## config.mk

```make
export PLATFORM = sky130hd
export DESIGN_NAME = fractal_sync_1d_local_ctrl
export DESIGN_NICKNAME = d
export VERILOG_FILES = /design/src/rtl/fractal_sync_1d_local_ctrl.sv
export SDC_FILE = /design/constraint.sdc
export NUM_CORES = 1
export LEC_CHECK = 0
export CORE_ASPECT_RATIO = 0.9
export CORE_MARGIN = 3
export CORE_UTILIZATION = 44
export CTS_CLUSTER_SIZE = 14
export DETAILED_ROUTE_END_ITERATION = 16
export GPL_ROUTABILITY_DRIVEN = 0
export PLACE_DENSITY_LB_ADDON = 0.3
export REMOVE_ABC_BUFFERS = 1
export SYNTH_ARGS = -nofsm -noshare
export SYNTH_HDL_FRONTEND = slang
export SYNTH_SLANG_ARGS = --single-unit
```

## constraint.sdc

```tcl
create_clock -name clk_i -period 2.6 [get_ports clk_i]
set_input_delay 0.26 -clock clk_i [delete_from_list [all_inputs] [get_ports clk_i]]
set_output_delay 0.26 -clock clk_i [all_outputs]
set_load 0.02 [all_outputs]
```

## src/rtl/fractal_sync_1d_local_ctrl.sv

```systemverilog
// Request front-end for a 1D local synchronization register file: buffers two
// request ports, drives the RF id/check inputs and returns wake/error responses.
module fractal_sync_1d_local_ctrl #(
   parameter  int unsigned ID_WIDTH   = 1,
   parameter  int unsigned FIFO_DEPTH = 2,
   localparam int unsigned N_PORTS    = 2
) (
   input  logic                             clk_i,
   input  logic                             rst_ni,
   input  logic [N_PORTS-1:0]               req_valid_i,
   output logic [N_PORTS-1:0]               req_ready_o,
   input  logic [N_PORTS-1:0][ID_WIDTH-1:0] req_id_i,
   output logic [N_PORTS-1:0]               rsp_valid_o,
   input  logic [N_PORTS-1:0]               rsp_ready_i,
   output logic [N_PORTS-1:0][ID_WIDTH-1:0] rsp_id_o,
   output logic [N_PORTS-1:0]               rsp_err_o,
   output logic [N_PORTS-1:0][ID_WIDTH-1:0] rf_id_o,
   output logic [N_PORTS-1:0]               rf_check_o,
   input  logic [N_PORTS-1:0]               rf_present_i,
   input  logic [N_PORTS-1:0]               rf_id_err_i,
   input  logic                             rf_bypass_i
);
   localparam int unsigned PTR_W = (FIFO_DEPTH > 1) ? $clog2(FIFO_DEPTH) : 1;
   localparam int unsigned CNT_W = $clog2(FIFO_DEPTH + 1);

   logic [ID_WIDTH-1:0]              fifo_mem [N_PORTS][FIFO_DEPTH];
   logic [N_PORTS-1:0][PTR_W-1:0]    wr_ptr;
   logic [N_PORTS-1:0][PTR_W-1:0]    rd_ptr;
   logic [N_PORTS-1:0][CNT_W-1:0]    count;
   logic [N_PORTS-1:0][ID_WIDTH-1:0] head;
   logic [N_PORTS-1:0]               empty;
   logic [N_PORTS-1:0]               full;
   logic [N_PORTS-1:0]               elig;
   logic [N_PORTS-1:0]               err;
   logic [N_PORTS-1:0]               wake;
   logic [N_PORTS-1:0]               resp;
   logic [N_PORTS-1:0]               hold;
   logic [N_PORTS-1:0]               pop;
   logic [N_PORTS-1:0]               push;
   logic [N_PORTS-1:0]               err_load;
   logic [N_PORTS-1:0]               rsp_valid;
   logic [N_PORTS-1:0]               rsp_err;
   logic [N_PORTS-1:0][ID_WIDTH-1:0] rsp_id;
   logic [ID_WIDTH-1:0]              wake_id;
   logic [ID_WIDTH-1:0]              id0;
   logic                             gate;
   logic                             byp;
   logic                             conflict;
   logic                             wake_load;
   logic                             rr_ptr;

   function automatic logic [PTR_W-1:0] ptr_next(input logic [PTR_W-1:0] ptr);
      logic [PTR_W-1:0] nxt;
      if (ptr == PTR_W'(FIFO_DEPTH - 1)) begin
         nxt = PTR_W'(0);
      end else begin
         nxt = ptr + PTR_W'(1);
      end
      return nxt;
   endfunction

   // FIFO status and eligibility; any outstanding response closes the gate
   always_comb begin
      gate = ~rsp_valid[0] & ~rsp_valid[1];
      for (int p = 0; p < N_PORTS; p++) begin
         head[p]  = fifo_mem[p][rd_ptr[p]];
         empty[p] = (count[p] == CNT_W'(0));
         full[p]  = (count[p] == CNT_W'(FIFO_DEPTH));
         elig[p]  = ~empty[p] & gate;
      end
   end

   // RF id drive: an idle port mirrors the inverse of the other id so the RF
   // never sees a false bypass. A held port keeps its head id (check stays 0):
   // its classification must not feed back into the id the RF is looking at.
   always_comb begin
      if (elig[0]) begin
         id0 = head[0];
      end else if (elig[1]) begin
         id0 = ~head[1];
      end else begin
         id0 = {ID_WIDTH{1'b0}};
      end
      rf_id_o[0] = id0;
      if (elig[1]) begin
         rf_id_o[1] = head[1];
      end else begin
         rf_id_o[1] = ~id0;
      end
   end

   // Classification, wake/response conflict arbitration, pop/check/push
   always_comb begin
      err         = elig & rf_id_err_i;
      byp         = elig[0] & elig[1] & rf_bypass_i & ~err[0] & ~err[1];
      wake        = elig & ~err & {N_PORTS{~byp}} & rf_present_i;
      resp        = err | wake;
      conflict    = (wake[0] & resp[1]) | (wake[1] & resp[0]);
      hold[0]     = conflict & rr_ptr;
      hold[1]     = conflict & ~rr_ptr;
      pop         = elig & ~hold;
      rf_check_o  = pop & ~err;
      req_ready_o = ~full | pop;
      push        = req_valid_i & req_ready_o;
      err_load    = err & ~hold;
      wake_load   = byp | (|(wake & ~hold));
      if (wake[0] & ~hold[0]) begin
         wake_id = head[0];
      end else begin
         wake_id = head[1];
      end
   end

   // Per-port request FIFO storage and pointers
   always_ff @(posedge clk_i or negedge rst_ni) begin
      if (!rst_ni) begin
         for (int p = 0; p < N_PORTS; p++) begin
            wr_ptr[p] <= PTR_W'(0);
            rd_ptr[p] <= PTR_W'(0);
            count[p]  <= CNT_W'(0);
            for (int e = 0; e < FIFO_DEPTH; e++) begin
               fifo_mem[p][e] <= {ID_WIDTH{1'b0}};
            end
         end
      end else begin
         for (int p = 0; p < N_PORTS; p++) begin
            if (push[p]) begin
               fifo_mem[p][wr_ptr[p]] <= req_id_i[p];
               wr_ptr[p]              <= ptr_next(wr_ptr[p]);
            end
            if (pop[p]) begin
               rd_ptr[p] <= ptr_next(rd_ptr[p]);
            end
            if (push[p] & ~pop[p]) begin
               count[p] <= count[p] + CNT_W'(1);
            end else if (~push[p] & pop[p]) begin
               count[p] <= count[p] - CNT_W'(1);
            end
         end
      end
   end

   // Response slots and round-robin pointer; a wake always fills both slots
   always_ff @(posedge clk_i or negedge rst_ni) begin
      if (!rst_ni) begin
         rsp_valid <= {N_PORTS{1'b0}};
         rsp_err   <= {N_PORTS{1'b0}};
         rsp_id    <= {(N_PORTS*ID_WIDTH){1'b0}};
         rr_ptr    <= 1'b0;
      end else begin
         if (conflict) begin
            rr_ptr <= ~rr_ptr;
         end
         for (int p = 0; p < N_PORTS; p++) begin
            if (wake_load) begin
               rsp_valid[p] <= 1'b1;
               rsp_id[p]    <= wake_id;
               rsp_err[p]   <= 1'b0;
            end else if (err_load[p]) begin
               rsp_valid[p] <= 1'b1;
               rsp_id[p]    <= head[p];
               rsp_err[p]   <= 1'b1;
            end else if (rsp_valid[p] & rsp_ready_i[p]) begin
               rsp_valid[p] <= 1'b0;
            end
         end
      end
   end

   assign rsp_valid_o = rsp_valid;
   assign rsp_id_o    = rsp_id;
   assign rsp_err_o   = rsp_err;

endmodule

```

== Word-level counts from Yosys, hierarchy flattened ==
Index checks and enable logic that the tools add are counted.

* $add $sub $neg: 8
* Multipliers: 0
* Div/mod/pow operators: 0
* Magnitude comparators: 6
* Equality and inequality tests: 2
* Shift operators: 0
* Mux-type cells: 38
* Bitwise logic cells: 53
* Reduce and logical (&&, ||, !) cells: 11

{| class="wikitable"
|+ Operator list
! operator !! number
|-
| $mux W1 || 30
|-
| $and A1 B1 Y1 || 18
|-
| $and A2 B2 Y2 || 9
|-
| $not A1 Y1 || 15
|-
| $ge A2 B2 Y1 const B || 4
|-
| $mux W2 || 4
|-
| $not A1 Y2 || 4
|-
| $reduce_bool A2 Y1 || 4
|-
| $not A2 Y2 || 3
|-
| $reduce_bool A3 Y1 || 2
|-
| $add A1 B1 Y1 const B || 4
|-
| $add A2 B1 Y2 const B || 2
|-
| $bwmux W2 || 2
|-
| $eq A2 B2 Y1 const B || 2
|-
| $logic_not A2 Y1 || 2
|-
| $lt A2 B1 Y1 const B || 2
|-
| $or A2 B2 Y2 || 2
|-
| $sub A2 B1 Y2 const B || 2
|-
| $demux W1 S1 || 2
|-
| $logic_and A1 B1 Y1 || 2
|-
| $or A1 B1 Y1 || 2
|-
| $reduce_or A2 Y1 || 1
|}

* Bits in registers: 19
* Latch bits: 0
* RAM bits: 0
* Memory bits (read-only): 0
* Bits of input ports: 13
* Memories: 0

== Depth between registers and ports, before layout ==
* Depth in word-level cells: 22
* Mapped depth: 9
* Gate-level depth less buffers: 9

== Worst setup path after synthesis ==
No wires, ideal clock.

* Path type: reg2reg
* From: register rsp_valid[1], in the netlist rsp_valid_o[1]
* To: register count[1] (netlist bit)
* Library setup time: 125 ps
* Arrival time: 2744 ps
* Setup slack: -269 ps
* Stages on the path, launching flop included: 10
* Clock period less this slack: 2869 ps
* Path through: dfrtp_1 > or2_4 > o31ai_1 > a211oi_1 > o21ai_0 > and2_1 > ha_1 > xor2_1 > nor2_1 > xor2_1

* Longest elaborated chain between the ends: 21

{| class="wikitable"
|+ Ends and longest elaborated chain
! element !! RTL line !! RTL
|-
| from (decl) || 41 || <nowiki>logic [N_PORTS-1:0] rsp_valid;</nowiki>
|-
| from (signal assigned) || 146 || <nowiki>rsp_valid <= {N_PORTS{1'b0}};</nowiki>
|-
| $not A1 Y1 * || 64 || <nowiki>gate = ~rsp_valid[0] & ~rsp_valid[1];</nowiki>
|-
| $and A1 B1 Y1 * || 64 ||
|-
| $and A1 B1 Y1 || 69 || <nowiki>elig[p] = ~empty[p] & gate;</nowiki>
|-
| $and A1 B1 Y1 or $and A2 B2 Y2 (tied branches) || 95, 94 ||
|-
| $and A1 B1 Y1 or $not A1 Y1 (tied branches) || 95 || <nowiki>byp = elig[0] & elig[1] & rf_bypass_i & ~err[0] & ~err[1];</nowiki>
|-
| $and A1 B1 Y1 (2 in a row) || 95 ||
|-
| $not A1 Y1 || 96 || <nowiki>wake = elig & ~err & {N_PORTS{~byp}} & rf_present_i;</nowiki>
|-
| $and A2 B2 Y2 (2 in a row) || 96 ||
|-
| (+4 left out) || - ||
|-
| $not A2 Y2 || 101 || <nowiki>pop = elig & ~hold;</nowiki>
|-
| $and A2 B2 Y2 * || 101 ||
|-
| $or A2 B2 Y2 * || 103 || <nowiki>req_ready_o = ~full | pop;</nowiki>
|-
| named net req_ready_o[0] || 11 || <nowiki>output logic [N_PORTS-1:0] req_ready_o,</nowiki>
|-
| $and A2 B2 Y2 * || 104 || <nowiki>push = req_valid_i & req_ready_o;</nowiki>
|-
| $not A1 Y1 || 136 || <nowiki>end else if (~push[p] & pop[p]) begin</nowiki>
|-
| $and A1 B1 Y1 || 136 ||
|-
| $reduce_bool A2 Y1 (no line) || - ||
|-
| to (signal, indexed assignment) || 135 || <nowiki>count[p] <= count[p] + CNT_W'(1);</nowiki>
|-
| to (signal, indexed assignment) || 137 || <nowiki>count[p] <= count[p] - CNT_W'(1);</nowiki>
|-
| to (decl) || 29 || <nowiki>logic [N_PORTS-1:0][CNT_W-1:0] count;</nowiki>
|}

Mark *: on every way through the listed nets, which the timed path passes. The rest lies on a longest branch.
A chain may end at the register's enable or synchronous reset.

== Final worst setup path ==
* From: register rsp_valid[1], in the netlist rsp_valid_o[1]
* To: output port rf_check_o[1]

* Longest elaborated chain between the ends: 17

{| class="wikitable"
|+ Ends and longest elaborated chain
! element !! RTL line !! RTL
|-
| $not A1 Y1 * || 64 ||
|-
| $and A1 B1 Y1 * || 64 ||
|-
| $and A1 B1 Y1 || 69 ||
|-
| $and A1 B1 Y1 or $and A2 B2 Y2 (tied branches) || 95, 94 ||
|-
| $and A1 B1 Y1 or $not A1 Y1 (tied branches) || 95 ||
|-
| $and A1 B1 Y1 (2 in a row) || 95 ||
|-
| $not A1 Y1 || 96 ||
|-
| $and A2 B2 Y2 (2 in a row) || 96 ||
|-
| $or A2 B2 Y2 || 97 || <nowiki>resp = err | wake;</nowiki>
|-
| $and A1 B1 Y1 || 98 || <nowiki>conflict = (wake[0] & resp[1]) | (wake[1] & resp[0]);</nowiki>
|-
| $or A1 B1 Y1 || 98 ||
|-
| $and A1 B1 Y1 || 100 || <nowiki>hold[1] = conflict & ~rr_ptr;</nowiki>
|-
| $not A2 Y2 || 101 ||
|-
| $and A2 B2 Y2 || 101 ||
|-
| $and A2 B2 Y2 * || 102 || <nowiki>rf_check_o = pop & ~err;</nowiki>
|-
| to (decl) || 18 || <nowiki>output logic [N_PORTS-1:0] rf_check_o,</nowiki>
|}

Mark *: on every way between the ends. The rest lies on a longest branch, timed or not.

==> impl_results.md <==
* Placed Cells at between 150 and 200
* Crit path launch type: register
* Largest family of logic cells by synthesized area: simple AND/OR/NAND/NOR gates
* Outcome: finished clean
* Sw frac at 0.4256
* IO buf count at 24
* Mapped Area at roughly 1100 um2
* Seq. cell area at between 400 and 500 um2
* Ports at 25
* Final Skew at about 5.3 ps
* Initial core utilization at 0.4875
* Power per cell area at approximately 1300 nW/um2
* Clock period minus worst slack at roughly 2600 ps
* P_sw at ~0.87 mW
* Total count of hold-check failures in the final report at 0
* Worst path arrival time at roughly 2300 ps
* Hpwl dp at 2.200 mm
* DRC at 0
* Final nets at 173
* Fill cell count at 192
* Int Pwr at between 1 and 1.5 mW
* Clock transition at the registers of the reported paths at 120 ps
* Die Ht at between 50 and 60 um
* Core Util, Final at 0.6908
* Yosys top cell by area: dfrtp_1
* Share of layout cells above drive strength 1 at 0.3121
* Number of warning messages in the yosys log at 0
* Worst path bufs/invs at 1
* Number of CTS-inserted buffers at 3
* CP required at 2340 ps
* H-tree levels at 1
* Post-synth cell types at 38
* Non-Filler Instances at approximately 180
* Total core area at about 2300 um2
* RSZ-0062 raised after global routing: yes
* Syn_area_per_cell at around 10 um2
* Slowest stage delay, CP at approximately 500 ps
* Antenna violations before repair at 0
* All-Layer GR Usage at 0.2037
* Asr flop ratio synth at 1.000
* Worst slew margin at 0.4232
* First-pass GRT wire length at 4.830 mm
* CP max stage cell: or3_2
* # diodes at 0
* CP cell instances: or2_4 > or3_2 > a2111oi_4 > nor3_1 > clkdlybuf4s15_1
* Min-Delay Path Class: input pin to asynchronous set/reset pin
* Clock net sink count at 19
* DRT iter0 DRCs at 14
* Lkg Pwr at about 0.70 nW
* Hold-fix buffers, CTS at 0
* Largest net degree at the start of global routing at 20
* EDFF count, synth at 0
* Syn Inst Count at between 100 and 150
* Crit. End Element: primary output
* Commonest cells after routing, fill and taps aside: clkdlybuf4s50_1 (20), buf_4 (20), dfrtp_1 (19)
* Vias in the first global route at 1066
* DR vias at just under 1000
* Later-pin clock latency in the skew report at approximately 310 ps
* Post-route setup TNS at 0 ps
* Pre-antenna DRT Iters at 4
* CTS Root Cell: clkbuf_4
* Sequential share of the synthesized area at 0.4236
* Post-DRT Antenna Nets at 0
* Post-synthesis mux area share at 0.05797
* # rows at 16
* Detailed Route WL at around 2.9 mm
* Compound-cell area share of the yosys netlist at 0.1906
* Top cell type's share of synthesized area at 0.4236
* Comb power frac at 0.635
* Tot Pwr at a little over 2 mW
* Mean number of vias per cell at about 5.4
* Die Area at 3193 um2
* Die W at a little under 60 um
* Synthesized flop and latch total at 19
* Max-slew violations at 0
* CTS tree: yes
* Sequential share of power at 0.285
* Synth area leaders: dfrtp_1 (42%), xor2_1 (6.2%), mux2_2 (4.0%)
* Clk pwr share at 0.079
* Max clock buf depth at 2
* Overflow left after global routing at 0
* Maxcap violations at 0
* Wirelength per Cell at between 15 and 20 um
* Adder-cell area share of the yosys netlist at 0.02230
* Worst slew pin tran at around 860 ps
* P&R area growth vs syn at 41.70%
* Final WS setup at between 40 and 50 ps
* Synth Area in XOR/XNOR at 0.08584
* Area of the multi-input gates at 649.4 um2
* Post-Synth Simple-Gate Area at 0.1962
* Critical path class: register to primary output
* Fmax at around 400 MHz
* Final worst path period share at 0.9810
* Worst VDD drop at 0.0009133 V
* Pre-CTS WS at -144.6 ps
* Endpoints failing setup at 0
* CP max FO at 4
* Ys flop type: dfrtp_1
* Crit path max-delay family: simple AND/OR/NAND/NOR gates
-- timing repair --
action	4_1_cts	5_1_grt
setup endpoints to repair	6	6
gates resized for setup	7	7
setup buffers	0	0
pin swaps	4	3
-- Yosys cell counts, types with 3 or more instances --
library cell / instances
o21ai_0: 6
a21oi_1: 5
nor2b_1: 4
nand2_1: 4
inv_1: 5
mux2_2: 4
xnor2_1: 3
dfrtp_1: 19
nor3_1: 3
nand3_1: 3
nor2_1: 11
xor2_1: 8
and2_1: 3
-- per-stage QoR --
step	hold slack (ps)	instance area, um2
2_1_floorplan	-35.59	1115
3_3_place_gp	468.6	1539
3_5_place_dp	478.8	1539
4_1_cts	463.3	1572
5_1_grt	463.3	1590
6_report	425.4	1590
-- routing by layer --
metal | routed length [um] | GRT usage | up-vias
met1 | 1312 | 0.2737 | 473
met4 | 31 | 0.05660 | 0
li1 | - | - | 483
met2 | 1369 | 0.3273 | 27
met5 | 0 | 0 | -
met3 | 137 | 0.04796 | 4
-- power groups by stage --
stage	registers [mW]	logic, mW	clock network, mW
final	0.586	1.30	0.163
after global routing	0.604	1.43	0.181
after detailed placement	0.590	1.27	0
after global placement	0.581	1.22	0
after CTS	0.585	1.26	0.167
after floorplan	0.635	0.683	0
-- cell type report --
class	instances	share of cell area
Sequential cell	19	0.2990
Tap cell	27	0.02124
Timing Repair Buffer	44	0.2408
Clock inverter	1	0.004721
Inverter	5	0.01180
Multi-Input combinational cell	85	0.4083
Clock buffer	3	0.01416
-- state kept, by name, summed over array words and instances, names as in the netlist --
signal / count
wr_ptr: 2
count: 4
rd_ptr: 2
fifo_mem: 4
rsp_valid_o: 2
rsp_id_o: 2
rr_ptr: 1
rsp_err_o: 2
-- logic make-up (layout without fill, tap and decap cells) --
kind of cell / count (synthesis) / in the layout
DFF: 19 / 19
buffers and inverters: 6 / 53
AOI/OAI and AO/OA: 27 / 27
adders and majority gates: 2 / 2
muxes: 6 / 6
and+or+nand+nor: 39 / 39
xor gates and xnor gates: 11 / 11
-- path summary, 6_finish.rpt --
| kind | start | endpoint | slack (ps) | depth (start not counted) |
|---|---|---|---|---|
| hold / removal | rst_ni | rr_ptr | 430 | 1 |
| setup reg to reg | rsp_valid_o[1] | count[3] | 60 | 10 |
| setup / recovery | rsp_valid_o[1] | rf_check_o[1] | 50 | 5 |
| hold reg to reg | rd_ptr[0] | rd_ptr[0] | 490 | 1 |
| min in group clk_i | rsp_ready_i[0] | rsp_valid_o[0] | 490 | 2 |
| max in group asynchronous | rst_ni | rsp_valid_o[1] | 1650 | 1 |
-- worst register-to-register path, delay by kind of cell (launching register included) --
family | cells | cell delay, ps
xor+xnor | 2 | 320
fa+ha+maj | 1 | 140
buf+inv | 2 | 290
flops | 1 | 400
simple gates | 4 | 880
compound gates | 1 | 420
(Power assumes the default switching activity.)
